===== src/rtl/axi4_s_write_subordinate_if.sv =====
// AXI4 write-channel bundle (AW/W/B) between a write manager and a write subordinate.
interface axi4_s_write_subordinate_if #(
  parameter int unsigned ADDRESS_SIZE = 32,
  parameter int unsigned DATA_SIZE    = 32
) ();
  logic [ADDRESS_SIZE-1:0] s_axi_awaddr;
  logic [7:0]              s_axi_awlen;
  logic [2:0]              s_axi_awsize;
  logic [1:0]              s_axi_awburst;
  logic                    s_axi_awvalid;
  logic                    s_axi_awready;
  logic [DATA_SIZE-1:0]    s_axi_wdata;
  logic [DATA_SIZE/8-1:0]  s_axi_wstrb;
  logic                    s_axi_wlast;
  logic                    s_axi_wvalid;
  logic                    s_axi_wready;
  logic [1:0]              s_axi_bresp;
  logic                    s_axi_bvalid;
  logic                    s_axi_bready;

  modport master (
    output s_axi_awaddr, s_axi_awlen, s_axi_awsize, s_axi_awburst, s_axi_awvalid,
    input  s_axi_awready,
    output s_axi_wdata, s_axi_wstrb, s_axi_wlast, s_axi_wvalid,
    input  s_axi_wready,
    input  s_axi_bresp, s_axi_bvalid,
    output s_axi_bready
  );

  modport slave (
    input  s_axi_awaddr, s_axi_awlen, s_axi_awsize, s_axi_awburst, s_axi_awvalid,
    output s_axi_awready,
    input  s_axi_wdata, s_axi_wstrb, s_axi_wlast, s_axi_wvalid,
    output s_axi_wready,
    output s_axi_bresp, s_axi_bvalid,
    input  s_axi_bready
  );
endinterface


===== src/rtl/axi4_s_write_subordinate.sv =====
// AXI4 write subordinate: one burst at a time into a word-addressed memory, B response, debug port.
// Define AXI4_S_WRITE_WSTRB_EN to honour wstrb byte enables; otherwise whole words are written.
module axi4_s_write_subordinate #(
  parameter int unsigned ADDRESS_SIZE = 32,
  parameter int unsigned DATA_SIZE    = 32,
  parameter int unsigned MEM_DEPTH    = 16
) (
  input  logic                         aclk,
  input  logic                         areset,
  axi4_s_write_subordinate_if.slave    axi,
  input  logic [$clog2(MEM_DEPTH)-1:0] dbg_addr,
  output logic [DATA_SIZE-1:0]         dbg_data
);

  localparam int unsigned StrbW   = DATA_SIZE / 8;
  localparam int unsigned AddrLsb = $clog2(StrbW);
  localparam int unsigned IdxW    = $clog2(MEM_DEPTH);
  localparam logic [ADDRESS_SIZE-1:0] MemDepthA = ADDRESS_SIZE'(MEM_DEPTH);

  typedef enum logic [1:0] {StIdle, StData, StResp} state_e;

  state_e state_q, state_d;

  logic [ADDRESS_SIZE-1:0] idx_q;
  logic [7:0]              len_q, cnt_q;
  logic                    fixed_q, unsup_q, decerr_q, slverr_q;
  logic                    aw_hs, w_hs, last_beat, in_range, do_write, aw_unsup;
  logic [1:0]              resp;
  logic [DATA_SIZE-1:0]    wr_word;
  logic [DATA_SIZE-1:0]    mem_q [MEM_DEPTH];

  // awready is also masked by areset so it reads 0 while reset is held.
  assign aw_hs     = axi.s_axi_awvalid & (state_q == StIdle) & ~areset;
  assign w_hs      = axi.s_axi_wvalid & (state_q == StData);
  assign last_beat = (cnt_q == len_q);
  assign in_range  = (idx_q < MemDepthA);
  assign do_write  = w_hs & in_range & ~unsup_q;
  assign aw_unsup  = axi.s_axi_awburst[1] | (axi.s_axi_awsize != 3'(AddrLsb));
  assign resp      = decerr_q ? 2'b11 : ((slverr_q | unsup_q) ? 2'b10 : 2'b00);

  always_ff @(posedge aclk) begin
    if (areset) state_q <= StIdle;
    else        state_q <= state_d;
  end

  always_comb begin
    state_d           = state_q;
    axi.s_axi_awready = 1'b0;
    axi.s_axi_wready  = 1'b0;
    axi.s_axi_bvalid  = 1'b0;
    axi.s_axi_bresp   = 2'b00;
    unique case (state_q)
      StIdle: begin
        axi.s_axi_awready = ~areset;
        if (aw_hs) state_d = StData;
      end
      StData: begin
        axi.s_axi_wready = 1'b1;
        if (w_hs && last_beat) state_d = StResp;
      end
      StResp: begin
        axi.s_axi_bvalid = 1'b1;
        axi.s_axi_bresp  = resp;
        if (axi.s_axi_bready) state_d = StIdle;
      end
      default: state_d = StIdle;
    endcase
  end

  always_ff @(posedge aclk) begin
    if (areset) begin
      idx_q    <= '0;
      len_q    <= '0;
      cnt_q    <= '0;
      fixed_q  <= 1'b0;
      unsup_q  <= 1'b0;
      decerr_q <= 1'b0;
      slverr_q <= 1'b0;
    end else if (aw_hs) begin
      idx_q    <= axi.s_axi_awaddr >> AddrLsb;
      len_q    <= axi.s_axi_awlen;
      cnt_q    <= '0;
      fixed_q  <= (axi.s_axi_awburst == 2'b00);
      unsup_q  <= aw_unsup;
      decerr_q <= 1'b0;
      slverr_q <= 1'b0;
    end else if (w_hs) begin
      cnt_q <= cnt_q + 8'd1;
      if (!fixed_q) idx_q <= idx_q + 1'b1;
      // Unsupported bursts never touch memory, so they are not range-checked.
      if (!unsup_q && !in_range) decerr_q <= 1'b1;
      if (axi.s_axi_wlast != last_beat) slverr_q <= 1'b1;
    end
  end

`ifdef AXI4_S_WRITE_WSTRB_EN
  always_comb begin
    wr_word = mem_q[idx_q[IdxW-1:0]];
    for (int b = 0; b < StrbW; b++) begin
      if (axi.s_axi_wstrb[b]) wr_word[8*b +: 8] = axi.s_axi_wdata[8*b +: 8];
    end
  end
`else
  logic unused_wstrb;
  assign unused_wstrb = ^axi.s_axi_wstrb;
  assign wr_word      = axi.s_axi_wdata;
`endif

  always_ff @(posedge aclk) begin
    if (areset) begin
      for (int i = 0; i < MEM_DEPTH; i++) mem_q[i] <= '0;
    end else if (do_write) begin
      mem_q[idx_q[IdxW-1:0]] <= wr_word;
    end
  end

  assign dbg_data = mem_q[dbg_addr];

endmodule


===== src/flat_wrapper.sv =====
// flat-port wrapper written by rule: the top's interface ports become plain ports
module axi4_s_write_subordinate_flat 
#(
  parameter int unsigned ADDRESS_SIZE = 32,
  parameter int unsigned DATA_SIZE    = 32,
  parameter int unsigned MEM_DEPTH    = 16
)
  (aclk, areset, dbg_addr, dbg_data, axi_s_axi_awaddr, axi_s_axi_awlen, axi_s_axi_awsize, axi_s_axi_awburst, axi_s_axi_awvalid, axi_s_axi_awready, axi_s_axi_wdata, axi_s_axi_wstrb, axi_s_axi_wlast, axi_s_axi_wvalid, axi_s_axi_wready, axi_s_axi_bresp, axi_s_axi_bvalid, axi_s_axi_bready);
  axi4_s_write_subordinate_if #(.ADDRESS_SIZE(ADDRESS_SIZE), .DATA_SIZE(DATA_SIZE)) axi_i ();
  input  logic aclk;
  input  logic areset;
  input  logic [$clog2(MEM_DEPTH)-1:0] dbg_addr;
  output logic [DATA_SIZE-1:0] dbg_data;
  input wire logic [$bits(axi_i.s_axi_awaddr)-1:0] axi_s_axi_awaddr;
  input wire logic [$bits(axi_i.s_axi_awlen)-1:0] axi_s_axi_awlen;
  input wire logic [$bits(axi_i.s_axi_awsize)-1:0] axi_s_axi_awsize;
  input wire logic [$bits(axi_i.s_axi_awburst)-1:0] axi_s_axi_awburst;
  input wire logic [$bits(axi_i.s_axi_awvalid)-1:0] axi_s_axi_awvalid;
  output wire logic [$bits(axi_i.s_axi_awready)-1:0] axi_s_axi_awready;
  input wire logic [$bits(axi_i.s_axi_wdata)-1:0] axi_s_axi_wdata;
  input wire logic [$bits(axi_i.s_axi_wstrb)-1:0] axi_s_axi_wstrb;
  input wire logic [$bits(axi_i.s_axi_wlast)-1:0] axi_s_axi_wlast;
  input wire logic [$bits(axi_i.s_axi_wvalid)-1:0] axi_s_axi_wvalid;
  output wire logic [$bits(axi_i.s_axi_wready)-1:0] axi_s_axi_wready;
  output wire logic [$bits(axi_i.s_axi_bresp)-1:0] axi_s_axi_bresp;
  output wire logic [$bits(axi_i.s_axi_bvalid)-1:0] axi_s_axi_bvalid;
  input wire logic [$bits(axi_i.s_axi_bready)-1:0] axi_s_axi_bready;
  assign axi_i.s_axi_awaddr = axi_s_axi_awaddr;
  assign axi_i.s_axi_awlen = axi_s_axi_awlen;
  assign axi_i.s_axi_awsize = axi_s_axi_awsize;
  assign axi_i.s_axi_awburst = axi_s_axi_awburst;
  assign axi_i.s_axi_awvalid = axi_s_axi_awvalid;
  assign axi_s_axi_awready = axi_i.s_axi_awready;
  assign axi_i.s_axi_wdata = axi_s_axi_wdata;
  assign axi_i.s_axi_wstrb = axi_s_axi_wstrb;
  assign axi_i.s_axi_wlast = axi_s_axi_wlast;
  assign axi_i.s_axi_wvalid = axi_s_axi_wvalid;
  assign axi_s_axi_wready = axi_i.s_axi_wready;
  assign axi_s_axi_bresp = axi_i.s_axi_bresp;
  assign axi_s_axi_bvalid = axi_i.s_axi_bvalid;
  assign axi_i.s_axi_bready = axi_s_axi_bready;
  axi4_s_write_subordinate #(.ADDRESS_SIZE(ADDRESS_SIZE), .DATA_SIZE(DATA_SIZE), .MEM_DEPTH(MEM_DEPTH)) u_core (.aclk(aclk), .areset(areset), .axi(axi_i), .dbg_addr(dbg_addr), .dbg_data(dbg_data));
endmodule

===== config.mk =====
export PLATFORM = sky130hd
export DESIGN_NAME = axi4_s_write_subordinate_flat
export DESIGN_NICKNAME = d
export VERILOG_FILES = /design/src/rtl/axi4_s_write_subordinate_if.sv /design/src/rtl/axi4_s_write_subordinate.sv /design/src/flat_wrapper.sv
export SDC_FILE = /design/constraint.sdc
export NUM_CORES = 1
export LEC_CHECK = 0
export BUFFER_PORTS_ARGS = -buffer_cell sky130_fd_sc_hd__clkbuf_2
export CAP_MARGIN = 20
export CORE_MARGIN = 3
export CORE_UTILIZATION = 45
export CTS_BUF_LIST = sky130_fd_sc_hd__clkbuf_8
export CTS_CLUSTER_DIAMETER = 120
export DETAILED_ROUTE_END_ITERATION = 8
export PLACE_DENSITY = 0.65
export SKIP_LAST_GASP = 1
export SYNTH_ARGS = -nofsm -noshare
export SYNTH_HDL_FRONTEND = slang
export SYNTH_SLANG_ARGS = --single-unit

===== constraint.sdc =====
create_clock -name aclk -period 8.1 [get_ports aclk]
set_input_delay 1.215 -clock aclk [delete_from_list [all_inputs] [get_ports aclk]]
set_output_delay 1.215 -clock aclk [all_outputs]
set_load 0.005 [all_outputs]

======== Word level (Yosys, flattened, before mapping) ========
Memories as Yosys holds them, arrays and structs flattened.
Cells that the tools add are included.
word-level totals
  bits in registers ....................... 54
  latch bits .............................. 0
  RAM bits ................................ 512
  ROM bits ................................ 0
  output and inout bits ................... 37
  logic and storage cells ................. 67
  memories ................................ 1
memories
  name          words  bits a word  rd ports  clocked after memory_dff  wr ports  RTL line                        text
  u_core.mem_q  16     32           1         0                         16        axi4_s_write_subordinate.sv:30  logic [DATA_SIZE-1:0] mem_q [MEM_DEPTH];
cells by class
  $add $sub $neg .......................... 2
  multiply operators ...................... 0
  divide/modulo/power cells ............... 0
  order comparisons ....................... 1
  equality and inequality tests ........... 9
  shift-type cells ........................ 0
  multiplexer cells ....................... 21
  bitwise gates (word level) .............. 10
  reductions and logical operators ........ 14
operators with widths
  kind                   number
  $mux 30                3
  $add 32x1->32 const B  1
  $lt 32x5->1 const B    1
  $mux 32                1
  $reduce_or 32->1       1
  $mux 2                 6
  $mux 1                 9
  $add 8x1->8 const B    1
  $eq 8x8->1             1
  $reduce_and 2->1       4
  $ne 2x2->1 const B     3
  $pmux 2 s3             1
  $and 1x1->1            5
  $logic_not 2->1        2
  $mux 4                 1
  $ne 3x2->1 const B     1
  $not 1->1              3
  $reduce_and 3->1       1
  $eq 2x1->1 const B     1
  $eq 2x2->1 const B     1
  $logic_and 1x1->1      2
  $logic_not 1->1        2
  $ne 2x1->1 const B     1
  $or 1x1->1             2
  3 further kinds        3

======== Logic depth before layout (Yosys ltp) ========
Gate-level depths: netlist of run 1.
  word-level depth ........................ 9
  gate-level depth with buffers ........... 8
  mapped depth without buffers ............ 6

======== Worst setup path before layout of run 1 ========
OpenSTA, ideal clock, no wires.
  path type ............................... in2out
  start ................................... input dbg_addr[0]
  end ..................................... output dbg_data[11]
  arrival time ............................ 2794 ps
  required time ........................... 6885 ps
  setup slack ............................. 4091 ps
  stages .................................. 4
  path buffers ............................ 2
  cell sequence ........................... buf_2 -> buf_2 -> mux4_2 -> mux4_2
between the ends
  word-level cells in the longest chain between the ends .. 1
RTL lines
  what                RTL line            text
  start: declaration  flat_wrapper.sv:12  input logic [$clog2(MEM_DEPTH)-1:0] dbg_addr;
  $mem_v2 16x32       n/a
  end: declaration    flat_wrapper.sv:13  output logic [DATA_SIZE-1:0] dbg_data;
Every way passes these cells.

======== Worst setup path after layout of run 1 ========
  start ................................... input dbg_addr[1]
  end ..................................... output dbg_data[2]
Same word-level chain as after synthesis.

==> results of run 1 <==
## synth_stat cells, drive strengths merged, types with 3 or more instances
cell    count
mux4      160
nor4       14
nand2     167
clkbuf     55
a311oi      5
inv         8
a21oi      21
dfxtp      54
edfxtp    512
and2        5
xnor2      10
buf        72
nor2      554
o21ai      14
nand3      16
and3       10
ha          5
a211oi     16
nor3        7
or3         5
a21o       16
and4        6
a22oi       3
nand4      13
xor2       23
## state kept, by name, summed over array words and instances, names as in the netlist
| register | cells |
|---|---|
| u_core.mem_q | 512 |
| u_core.idx_q | 32 |
| u_core.len_q | 8 |
| u_core.fixed_q | 1 |
| u_core.slverr_q | 1 |
| u_core.cnt_q | 8 |
| u_core.state_q | 2 |
| u_core.decerr_q | 1 |
| u_core.unsup_q | 1 |
## per-layer routing
metal | wire (um) | vias to the layer above | track usage (%)
li1 | - | 6859 | -
met1 | 25990 | 7944 | 29.58
met2 | 32260 | 776 | 37.41
met3 | 6053 | 152 | 4.343
met4 | 1931 | 2 | 8.363
met5 | 17 | - | 0
## worst register-to-register path, delay by kind of cell (launching register included)
| kind | cells | cell delay, ns |
|---|---|---|
| flip-flops | 1 | 0.35 |
| buffers and inverters | 1 | 0.54 |
| AND/OR/NAND/NOR | 4 | 1.83 |
| AO/OA/AOI/OAI | 1 | 0.63 |
## worst paths after layout
kind                               end  slack [ns]
setup / recovery           dbg_data[2]        2.94
hold / removal         u_core.slverr_q        0.47
setup reg to reg  u_core.mem_q[10][30]        4.38
hold reg to reg        u_core.slverr_q        0.47
## placed cells by master (no fill, tap or decap), types with 4 or more instances in the layout
cell type and count:
clkbuf_8 102, a311oi_1 5, clkinv_1 23, clkinv_2 6
and2_1 5, xnor2_1 10, nand3_1 13, inv_1 44
nor3_1 7, mux4_2 160, ha_2 4, clkbuf_2 118
or3_1 5, edfxtp_1 512, nand2_1 166, dfxtp_1 54
nor2_1 554, nand4_1 13, a21o_2 16, a211oi_1 16
and3_1 10, xor2_1 23, nor4_1 12, buf_4 33
a21oi_1 21, and4_1 6, o21ai_0 14
## through the flow
stage          instances  hold slack, ns  utilization [%]
6_report            2736          0.4697            51.49
5_1_grt             2735          0.4936            51.49
4_1_cts             2734          0.4714            51.44
3_5_place_dp        2558          0.4581            48.11
3_3_place_gp        2558          0.4543            48.11
2_1_floorplan       1792          0.4369                -
## power groups by stage
stage | combinational (uW) | clock, uW | sequential (uW)
floorplan | 319 | 0 | 3370
global placement | 526 | 0 | 3380
detailed placement | 531 | 0 | 3390
CTS | 533 | 2450 | 3330
global route | 565 | 2590 | 3340
finish | 532 | 2420 | 3330
## layout make-up
cell class | instances | share of cell area (%)
Timing Repair Buffer | 155 | 3.226
Sequential cell | 566 | 58.69
Clock inverter | 75 | 1.508
Inverter | 8 | 0.1071
Multi-Input combinational cell | 1091 | 28.21
Tap cell | 739 | 3.298
Clock buffer | 101 | 4.958
Antenna cell | 1 | 0.008925
## cells by family after synthesis
kind of cell | count (synthesis) | synth area share, %
adder cells (fa/ha/maj) | 5 | 0.2500
flip-flops | 566 | 65.76
multiplexers | 160 | 14.40
AO/OA/AOI/OAI | 84 | 2.220
XOR/XNOR | 33 | 1.155
buffers and inverters | 135 | 2.900
AND/OR/NAND/NOR | 809 | 13.31
==> metrics.yaml, run 1 <==
syn_area_um2: 25020
place_ws_ns: 2.962
crit_family: "buffers and inverters"
dr.pass1.iters: 5
worstSkewPairLatency_ns: 0.69
crit_start: "dbg_addr[1]"
crit_chain: "buf_4 -> buf_4 -> mux4_2 -> mux4_2 -> clkbuf_2"
arrival_ns: 3.94
avgSynthCellArea_um2: 13.96
synth-edff-count: 512
die_w_um: 241.8
async_flop_share_pct: 0
setup_slack_ns: 2.942
power.share.sequential_pct: 53.0
crit_path_end_kind: "primary output"
coreArea_um2: 54450
tritoncts: "built"
rsz0062_at_grt: "no"
cts_made_buffers: 96
maxSlewViolCount: 0
fin_crit_sh_pct: 63.68
hp-start: "u_core.slverr_q"
vias: 15730
power_frac_comb_pct: 8.5
reg2reg_depth: 6
cts_max_level: 3
ant_nets: 0
postCtsHoldBufs: 0
final_area_um2: 28040
p_int_uw: 4728
netlist_instances: 1792
cts.clk_slew.worst_paths_ns: 0.06
area_delta_synth_final_pct: 12.06
drtIter0Drc: 1687
drive_gt1_share_pct: 23.30
critPathKind: "input pin to primary output"
core.rowCount: 85
path_max_fanout: 70
clock.fmax_mhz: 193.9
synth.distinct_cells: 50
grt_max_degree: 97
powerDensity_nw_per_um2: 223.9
start_util_pct: 45.95
clock_power_share_pct: 38.5
die_area_um2: 58470
area.sequential_um2: 16460
drt_wl_total_um: 66250
p_leak_uw: 0.009646
finalClockSkew_ns: 0.03350
numPortBuffers: 121
nets: 2014
viasPerCell: 5.750
path_buf_inv: 3
track_usage_pct: 22.49
die_h_um: 241.8
io_pins: 128
seq_area_frac_synth_pct: 65.76
min_period_ns: 5.158
antenna_found_initial: 3
synth_top_area_cell: "edfxtp_1"
slew_headroom_pct: 25.45
hold_viol: 0
fin_setup_tns_ns: 0
worst_path_max_delay_cell: "buf_4"
critPathRequiredTime_ns: 6.88
outcome: "completed"
start_kind: "input pin"
cts_resized: 0
gr-total-overflow: 0
synth.top_cell.area_share_pct: 61.44
power_uw: 6279
fillers: 4637
setup_viol: 0
place_congestion: 0.7721
synthTopCellsByArea: "edfxtp_1 (61%), mux4_2 (14%), nor2_1 (8.3%), dfxtp_1 (4.3%), nand2_1 (2.5%)"
placed_area_um2: 26200
cts_setup_buffers: 0
hp-class: "flop to flop"
tightest_slew_ns: 1.118
drc: 0
cap_violations: 0
synthFlopType: "edfxtp_1"
ys_seq_elements: 566
critical_path_depth: 5
worstHoldPathCells: 1
multi_input_area_um2: 7909
grt_pass1_wl_um: 98150
cts_max_path_buffers: 3
yosys_warnings: 0
wire_per_inst_um: 24.21
p_sw_share_pct: 24.71
syn_nets: 1888
power_switching_uw: 1552
numClockSinks: 566
r2r_start: "u_core.idx_q[18]"
dp_hpwl_um: 36360
critPathMaxStageDelay_ns: 0.81
grt_pass1_vias: 16250
cts_root_buf: "clkbuf_8"
peakVddDrop_mv: 0.1145
Power figures use the tool's default switching activity.
==> run 2: changes to the inputs <==
- ABC_AREA: default -> 1
- PLACE_DENSITY: 0.65 -> 0.67
- clock period: 8.1 -> 4.65 ns (I/O delays scaled with it)
==> run 2 against run 1 <==
  * Clock-buffer cell count decreased by 5
  * Area after synthesis is 4.0% higher
  * Critical path type unchanged
  * Total power is 72% higher
  * Sequential power rose by 73%
  * Final cell count up 26%
  * Via count increased by 26%
  * Die area up 3.9%
  * Highest routed layer is now met4
  * Critical endpoint is now dbg_data[11]
  * First-iteration DRC count increased by 21%
==> metrics.yaml, run 2 <==
start_kind: "input pin"
antenna_found_initial: 1
path_max_fanout: 79
setup_slack_ns: 1.322
crit_path_end_kind: "primary output"
synthFlopType: "edfxtp_1"
tritoncts: "built"
fin_crit_sh_pct: 71.56
track_usage_pct: 24.04
numClockSinks: 566
maxSlewViolCount: 0
synth_top_area_cell: "edfxtp_1"
area_delta_synth_final_pct: 11.00
reg_top3: "u_core.mem_q x512, u_core.idx_q x32"
cts_root_buf: "clkbuf_8"
final_common_cell: "nor2_1"
seq_area_frac_synth_pct: 63.26
cts_resized: 0
path_buf_inv: 4
synthTopCellsByArea: "edfxtp_1 (59%), nor2_1 (11%), o21ai_0 (5.4%), dfxtp_1 (4.2%), o221ai_1 (3.1%)"
peakVddDrop_mv: 0.2142
hp-class: "input pin to flop"
grt_max_degree: 149
critPathKind: "input pin to primary output"
r2r_start: "u_core.idx_q[23]"
start_util_pct: 45.78
core.rowCount: 87
die_w_um: 246.4
ys_seq_elements: 566
whs_ns: 0.2189
place_ws_ns: 1.266
area.sequential_um2: 16460
critPathMaxStageDelay_ns: 0.48
slew_headroom_pct: 40.61
synth-edff-count: 512
yosys_warnings: 0
final_util_pct: 50.81
cts_setup_buffers: 0
synth.top_cell.area_share_pct: 59.11
tightest_slew_ns: 0.8877
powerDensity_nw_per_um2: 374.1
ant_nets: 0
fillers: 5123
hold_viol: 0
drtIter0Drc: 2040
viasPerCell: 5.741
drive_gt1_share_pct: 14.88
final_cell_mix: "nor2_1 (782), edfxtp_1 (512), o21ai_0 (281)"
grt_pass1_wl_um: 111800
cap_violations: 0
fin_setup_tns_ns: 0
synth_common_cells: "nor2_1 (782), edfxtp_1 (512), o21ai_0 (281)"
multi_input_area_um2: 8158
cts_max_level: 3
clock.fmax_mhz: 300.5
rsz0062_at_grt: "no"
synth.distinct_cells: 43
outcome: "completed"
power_uw: 10800
finalClockSkew_ns: 0.04123
place_congestion: 0.8842
wire_per_inst_um: 21.15
drt_wl_total_um: 73160
dr.pass1.iters: 6
nets: 2724
p_leak_uw: 0.01107
grt_pass1_vias: 19680
crit_family: "buffers and inverters"
yosysMostFrequentCell: "nor2_1"
avgSynthCellArea_um2: 10.18
numPortBuffers: 121
cts_made_buffers: 95
regMostFlops: "u_core.mem_q"
vias: 19860
largest_reg_flops: 512
io_pins: 128
rrSetupSlack_ns: 1.40
die_area_um2: 60730
cts_max_path_buffers: 3
coreArea_um2: 56820
setup_viol: 0
worstSkewPairLatency_ns: 0.70
critPathRequiredTime_ns: 3.95
min_period_ns: 3.328
postCtsHoldBufs: 0
crit_chain: "buf_6 -> inv_6 -> buf_4 -> o21ai_0 -> o221ai_1 -> nand3_1 -> nand2_1 -> clkbuf_2"
syn_area_um2: 26010
drc: 0
netlist_instances: 2556
hp-start: "axi_s_axi_awburst[0]"
syn_nets: 2652
gr-total-overflow: 0
crit_start: "dbg_addr[0]"
worst_path_max_delay_cell: "inv_6"
cts.clk_slew.worst_paths_ns: 0.05
async_flop_share_pct: 0
dp_hpwl_um: 40310
arrival_ns: 2.63
die_h_um: 246.4
run 2: cell count changes in the layout (fill, tap and decap cells not counted), sizes merged, moves of 14 or more:
| cell | change |
|---|---|
| nor2 | +295 |
| o21ai | +267 |
| mux4 | -160 |
| inv | +95 |
| o221ai | +92 |
| nand3 | +56 |
| nand2 | +41 |
| o22ai | +39 |
| o211ai | +37 |
| buf | +24 |
| xor2 | -18 |
| a21o | -16 |
| a211oi | -14 |
run 2: per-stage QoR:
stage	cell area (um^2)	instances
global route	28870	3459
CTS	28830	3456
global placement	27100	3285
detailed placement	27100	3285
floorplan	26010	2556
finish	28870	3459
run 2: layout make-up:
class | instances | share of cell area, %
clock buffer | 96 | 4.576
antenna | 1 | 0.008667
sequential | 566 | 56.99
tap | 756 | 3.276
clock inverter | 75 | 1.426
inverter | 104 | 1.374
timing repair buffer | 178 | 4.095
multi-input combinational | 1683 | 28.25
run 2: metal layers:
layer	track usage [%]	routed length, um	up-vias
met1	31.03	28840	9728
met2	40.13	35860	946
met4	9.168	2083	0
met3	4.702	6381	163
li1	-	-	9021
met5	0	0	-
run 2: cell families (layout without fill, tap and decap cells):
logic type | count (synthesis) | in the layout | synth area share, %
AND/OR/NAND/NOR | 1167 | 1167 | 18.89
flip-flops | 566 | 566 | 63.26
AO/OA/AOI/OAI | 497 | 497 | 11.60
buffers and inverters | 307 | 453 | 5.532
XOR/XNOR | 14 | 14 | 0.4714
adder cells (fa/ha/maj) | 5 | 5 | 0.2405
other | 0 | 1 | 0
run 2: power breakdown:
group          switching, uW  internal (uW)
Sequential              64.9           5700
Clock                   2030           2100
Combinational            655            253
run 2: worst paths after layout:
path / end / depth (start not counted)
min: u_core.fixed_q / 2
max reg2reg: u_core.mem_q[14][5] / 9
max: dbg_data[11] / 8
min reg2reg: u_core.slverr_q / 2
